[config.mk]
export PLATFORM = sky130hd
export DESIGN_NAME = ovf_exc_ctrl
export DESIGN_NICKNAME = d
export VERILOG_FILES = /design/src/rtl/ovf_exc_pkg.sv /design/src/rtl/sat_counter.sv /design/src/rtl/ovf_exc_ctrl.sv
export SDC_FILE = /design/constraint.sdc
export NUM_CORES = 1
export LEC_CHECK = 0
export BUFFER_PORTS_ARGS = -buffer_cell sky130_fd_sc_hd__buf_2
export CORE_MARGIN = 1
export CORE_UTILIZATION = 50
export CTS_CLUSTER_SIZE = 28
export DETAILED_ROUTE_END_ITERATION = 8
export PLACE_DENSITY = 0.86
export SLEW_MARGIN = 20
export SYNTH_ARGS = -nofsm -noshare
export SYNTH_HDL_FRONTEND = slang
export SYNTH_SLANG_ARGS = --single-unit
export TNS_END_PERCENT = 1
[constraint.sdc]
create_clock -name clk -period 3.3 [get_ports clk]
set_input_delay 0.165 -clock clk [delete_from_list [all_inputs] [get_ports clk]]
set_output_delay 0.165 -clock clk [all_outputs]
set_load 0.01 [all_outputs]
[src/rtl/ovf_exc_pkg.sv]
// Shared definitions for the overflow exception sequencer: FSM states
// and the default datapath width and exception vector.
package ovf_exc_pkg;

  localparam int          DEF_XLEN       = 32;
  localparam logic [31:0] DEF_HANDLER_PC = 32'h0000_0180;

  typedef enum logic [1:0] {
    IDLE    = 2'd0,
    HANDLER = 2'd1,
    DRAIN   = 2'd2
  } exc_state_e;

endpackage

[src/rtl/sat_counter.sv]
// Saturating up-counter with an asynchronous active-low clear.
// The count holds at all-ones once it gets there.
module sat_counter #(
  parameter int W = 16
) (
  input  logic         clk_i,
  input  logic         rst_ni,
  input  logic         inc_i,
  output logic [W-1:0] count_o
);

  logic [W-1:0] count_q;

  // Advance on each increment request unless already at all-ones
  always_ff @(posedge clk_i or negedge rst_ni) begin
    if (!rst_ni) begin
      count_q <= '0;
    end else if (inc_i && (count_q != '1)) begin
      count_q <= count_q + W'(1);
    end
  end

  assign count_o = count_q;

endmodule

[src/rtl/ovf_exc_ctrl.sv]
// Arithmetic-overflow exception sequencer for the 5-stage pipeline.
// A trapping add/sub that overflows in EX is killed along with the younger
// stages, its PC is captured, and fetch is redirected to the handler. ERET
// in MEM returns to EPC+4, followed by a short window with traps masked.
// Optional build macro: EXC_COUNT_EN enables the saturating trap counter;
// without it exc_count is tied to zero and no counter flops are built.
module ovf_exc_ctrl
  import ovf_exc_pkg::*;
#(
  parameter int              XLEN         = DEF_XLEN,
  parameter logic [XLEN-1:0] HANDLER_PC   = DEF_HANDLER_PC,
  parameter int              DRAIN_CYCLES = 2,
  parameter int              CNT_W        = 16
) (
  input  logic             clk,
  input  logic             rst_n,
  input  logic             stall,
  input  logic             ex_valid,
  input  logic             ex_ovf_en,
  input  logic             ex_ovf,
  input  logic [XLEN-1:0]  ex_pc,
  input  logic             mem_eret,
  output logic             flush_if_id,
  output logic             flush_id_ex,
  output logic             flush_ex_mem,
  output logic             pc_redirect,
  output logic [XLEN-1:0]  redirect_pc,
  output logic [XLEN-1:0]  epc,
  output logic             cause_ovf,
  output logic             in_handler,
  output logic             double_fault,
  output logic [CNT_W-1:0] exc_count
);

  // Drain counter is loaded with DRAIN_CYCLES-1 so that it reaches zero
  // on the last masked cycle; 3 bits cover the legal range 1..7.
  localparam logic [2:0] DRAIN_INIT = 3'(DRAIN_CYCLES - 1);

  exc_state_e      state_q;
  logic [XLEN-1:0] epc_q;
  logic            cause_q;
  logic            in_handler_q;
  logic            double_fault_q;
  logic [2:0]      drain_q;

  logic trap;
  logic eret_go;
  logic take_trap;
  logic take_eret;
  logic flush_all;

  // A stalled EX instruction is held, so neither a trap nor an ERET may act
  // until the stall drops; the condition is simply re-evaluated each cycle.
  assign trap      = ex_valid & ex_ovf_en & ex_ovf & ~stall;
  assign eret_go   = mem_eret & ~stall;
  assign take_trap = (state_q == IDLE) & trap;
  assign take_eret = (state_q == HANDLER) & eret_go;
  assign flush_all = take_trap | take_eret;

  assign flush_if_id  = flush_all;
  assign flush_id_ex  = flush_all;
  assign flush_ex_mem = flush_all;
  assign pc_redirect  = flush_all;
  assign redirect_pc  = (state_q == IDLE) ? HANDLER_PC : (epc_q + XLEN'(4));

  assign epc          = epc_q;
  assign cause_ovf    = cause_q;
  assign in_handler   = in_handler_q;
  assign double_fault = double_fault_q;

  // Exception FSM: trap capture, handler residency, post-ERET drain window
  always_ff @(posedge clk or negedge rst_n) begin
    if (!rst_n) begin
      state_q        <= IDLE;
      epc_q          <= '0;
      cause_q        <= 1'b0;
      in_handler_q   <= 1'b0;
      double_fault_q <= 1'b0;
      drain_q        <= '0;
    end else begin
      case (state_q)
        IDLE: begin
          if (trap) begin
            epc_q        <= ex_pc;
            cause_q      <= 1'b1;
            in_handler_q <= 1'b1;
            state_q      <= HANDLER;
          end
        end
        HANDLER: begin
          if (trap) begin
            double_fault_q <= 1'b1;
          end
          if (eret_go) begin
            cause_q      <= 1'b0;
            in_handler_q <= 1'b0;
            drain_q      <= DRAIN_INIT;
            state_q      <= DRAIN;
          end
        end
        DRAIN: begin
          if (drain_q == 3'd0) begin
            state_q <= IDLE;
          end else begin
            drain_q <= drain_q - 3'd1;
          end
        end
        default: begin
          state_q      <= IDLE;
          in_handler_q <= 1'b0;
        end
      endcase
    end
  end

`ifdef EXC_COUNT_EN
  sat_counter #(
    .W(CNT_W)
  ) u_exc_count (
    .clk_i  (clk),
    .rst_ni (rst_n),
    .inc_i  (take_trap),
    .count_o(exc_count)
  );
`else
  assign exc_count = '0;
`endif

endmodule
==> out/metrics.yaml <==
worst_hold_path:
  hp-class: "in -> async"
cells_and_area:
  fin_nets: 415
  seqCellArea_sq_um: 1000
  fin_util_pct: 65.4
  final_design_area_no_fill_sq_um: 3130
  n_fill_cell: 420
  num_antenna_cells: 0
  fin_cells: 441
  drive_gt1_share_pct: 40.9
  multi_input_comb_area_sq_um: 1340
  syn_to_final_growth_pct: 24.4
power:
  power_density_nw_per_um2: 884
  switching_share_pct: 45.1
  ir_drop_mv: 0.481
  p_comb_share_pct: 49.1
  p_leak_nw: 1.49
  pwr-share-clk_pct: 12.2
  total_power_mw: 2.77
  p_int_mw: 1.52
  p_switching_mw: 1.25
  seqPwrFrac_pct: 38.6
timing:
  setup_ws_ps: 580
  period_needed_ps: 2720
  max_freq_mhz: 368
  fin_setup_tns_ps: 0
  fin_hold_ws_ps: 12.5
  final-hold-violation-count: 0
  finalClockSkew_ps: 3.79
  worst_pin_slew_ps: 926
  setup_violations: 0
  fin_crit_sh_pct: 82.4
  slew_violations: 0
  rsz0062_at_grt: "false"
  slew_headroom_pct: 38.3
clocking:
  h-tree-depth: 2
  postCtsSetupBuffers: 0
  holdBufCountCts: 0
  root_buffer: "clkbuf_8"
  numCtsBuffers: 5
  tritoncts: "done"
  cts.clk_slew.worst_paths_ps: 70
  clk_path_buf_depth: 2
  cts.sinks: 40
  cts_resized: 0
  clock_latency_ps: 290
die:
  start_util_pct: 52.5
  core-area_sq_um: 4790
  die_h_um: 72.9
  die_w_um: 72.9
  io_pins: 126
  rows: 25
  dieArea_sq_um: 5320
detailed_routing:
  route.detailed.drc: 0
  ant_nets: 0
  drt_pass1_iterations: 5
  drt_iter0_drc: 132
  wl_per_cell_um: 14.3
  drt-total-wl_um: 6310
  vias: 2359
  drt-vias-per-instance: 5.35
logic_synthesis:
  synth_seq_area_share_pct: 39.8
  syn-cell-area_sq_um: 2510
  yosysWarnings: 0
  yosys_most_used_dff: "dfrtp_1"
  ys_ff_latch: 40
  ys_types: 47
  synth.avg_cell_area_sq_um: 9.35
  synth_edf_count: 0
  synth-async-reset-ratio_pct: 100
  synth_cells: 269
placement:
  place_hpwl_um: 4730
  place_congestion: 0.831
  dp_slack_ps: 873
  place_area_sq_um: 3040
  port_buffers: 109
  dp.cells: 433
global_routing:
  track_usage_pct: 24.6
  grt_pass1_wl_um: 9980
  grt_pass1_vias: 2234
  grt_max_degree: 41
  grt_antenna_before_repair: 0
  overflow: 0
critical_path:
  r2r_slack_ps: 1120
  crit_path_max_fanout: 11
  crit_required_ps: 3130
  r2r_cells: 3
  rr_endpoint: "epc[30]"
  cp.arrival_ps: 2560
  crit_path_start_kind: "flop"
  worstSetupEndpointType: "primary output"
  critPathKind: "reg -> out"
  r2r-start: "state_q[1]"
run:
  drv_cap: 0
status:
  status: "finished, final reports clean"
-- sequential cells by signal, indices dropped and copies added (netlist names) --
| name | count |
|---|---|
| state_q | 2 |
| in_handler | 1 |
| cause_ovf | 1 |
| drain_q | 3 |
| double_fault | 1 |
| epc | 32 |
-- critical path, cell delays in order (launching register included) --
cell,delay [ps]
dfrtp_1,480
nand4_1,250
or4_1,710
or4b_1,530
a21oi_1,150
buf_2,150
-- cell type report --
class                      instances  area share, %
clock buffer                       8           2.88
inverter                          11           1.32
multi-input combinational        203           43.0
sequential                        40           32.0
tap                               67           2.68
timing repair buffer             112           18.2
-- how the worst max path moves through the flow --
stage / from / endpoint / slack [ps]
finish: epc[5] / redirect_pc[21] / 580
global route: epc[5] / redirect_pc[21] / 380
global placement: epc[5] / redirect_pc[21] / 970
detailed placement: epc[5] / redirect_pc[21] / 870
CTS: epc[5] / redirect_pc[21] / 540
floorplan: epc[2] / redirect_pc[28] / 940
-- synth_stat cells (3+ instances only) --
master,number,share of area [%]
a21oi_1,17,3.4
and2_1,3,0.75
and4_1,4,1.4
buf_4,19,5.7
clkbuf_1,5,0.75
dfrtp_1,40,40
ha_1,3,1.5
inv_1,11,1.6
mux2_2,26,12
nand2_1,17,2.5
nand2b_1,3,0.75
nand3_1,10,2.0
nand4_1,7,1.7
nor2_1,19,2.8
nor3_1,8,1.6
o21ai_0,17,3.4
o31ai_1,5,1.5
or3_1,6,1.5
or4_1,6,1.8
xnor2_1,7,2.4
xor2_1,3,1.0
-- power by group through the flow --
stage / sequential (mW) / clock (mW) / combinational [mW]
after floorplan: 1.09 / 0 / 0.758
after global placement: 1.05 / 0 / 1.34
after detailed placement: 1.08 / 0 / 1.36
after CTS: 1.07 / 0.346 / 1.37
after global routing: 1.12 / 0.367 / 1.49
final: 1.07 / 0.338 / 1.36
-- kinds of logic (layout without fill, tap and decap cells) --
kind of cell	count (synthesis)	count (layout)	synth area share [%]
AND/OR/NAND/NOR	98	98	22.2
AO/OA/AOI/OAI	49	49	11.4
buffers and inverters	41	131	9.40
flip-flops	40	40	39.8
multiplexers	27	27	12.0
XOR/XNOR	10	10	3.48
adder cells (fa/ha/maj)	3	3	1.49
other	1	16	0.149
-- layout by cell type, fill, tap and decap left out, types with 4 or more instances in the layout --
| cell | Yosys | final |
|---|---|---|
| nand3_1 | 10 | 10 |
| nor3_1 | 8 | 8 |
| nor2_1 | 19 | 17 |
| a21oi_1 | 17 | 17 |
| o31ai_1 | 5 | 5 |
| and4_1 | 4 | 4 |
| nand4_1 | 7 | 7 |
| conb_1 | 1 | 16 |
| inv_1 | 11 | 11 |
| mux2_2 | 26 | 26 |
| o21ai_0 | 17 | 17 |
| clkbuf_8 | 0 | 6 |
| or4_1 | 6 | 6 |
| xnor2_1 | 7 | 7 |
| dfrtp_1 | 40 | 40 |
| buf_2 | 2 | 109 |
| or3_1 | 6 | 6 |
| nand2_1 | 17 | 17 |
-- per-layer routing --
metal	global-route usage, %	part of all wire (%)	vias up
met5	0	0	-
met4	9.15	1.2	0
met3	6.77	7.3	8
met2	42.1	49	99
met1	29.7	43	1115
li1	-	-	1137
No activity file was read; power rests on OpenSTA's default activity.
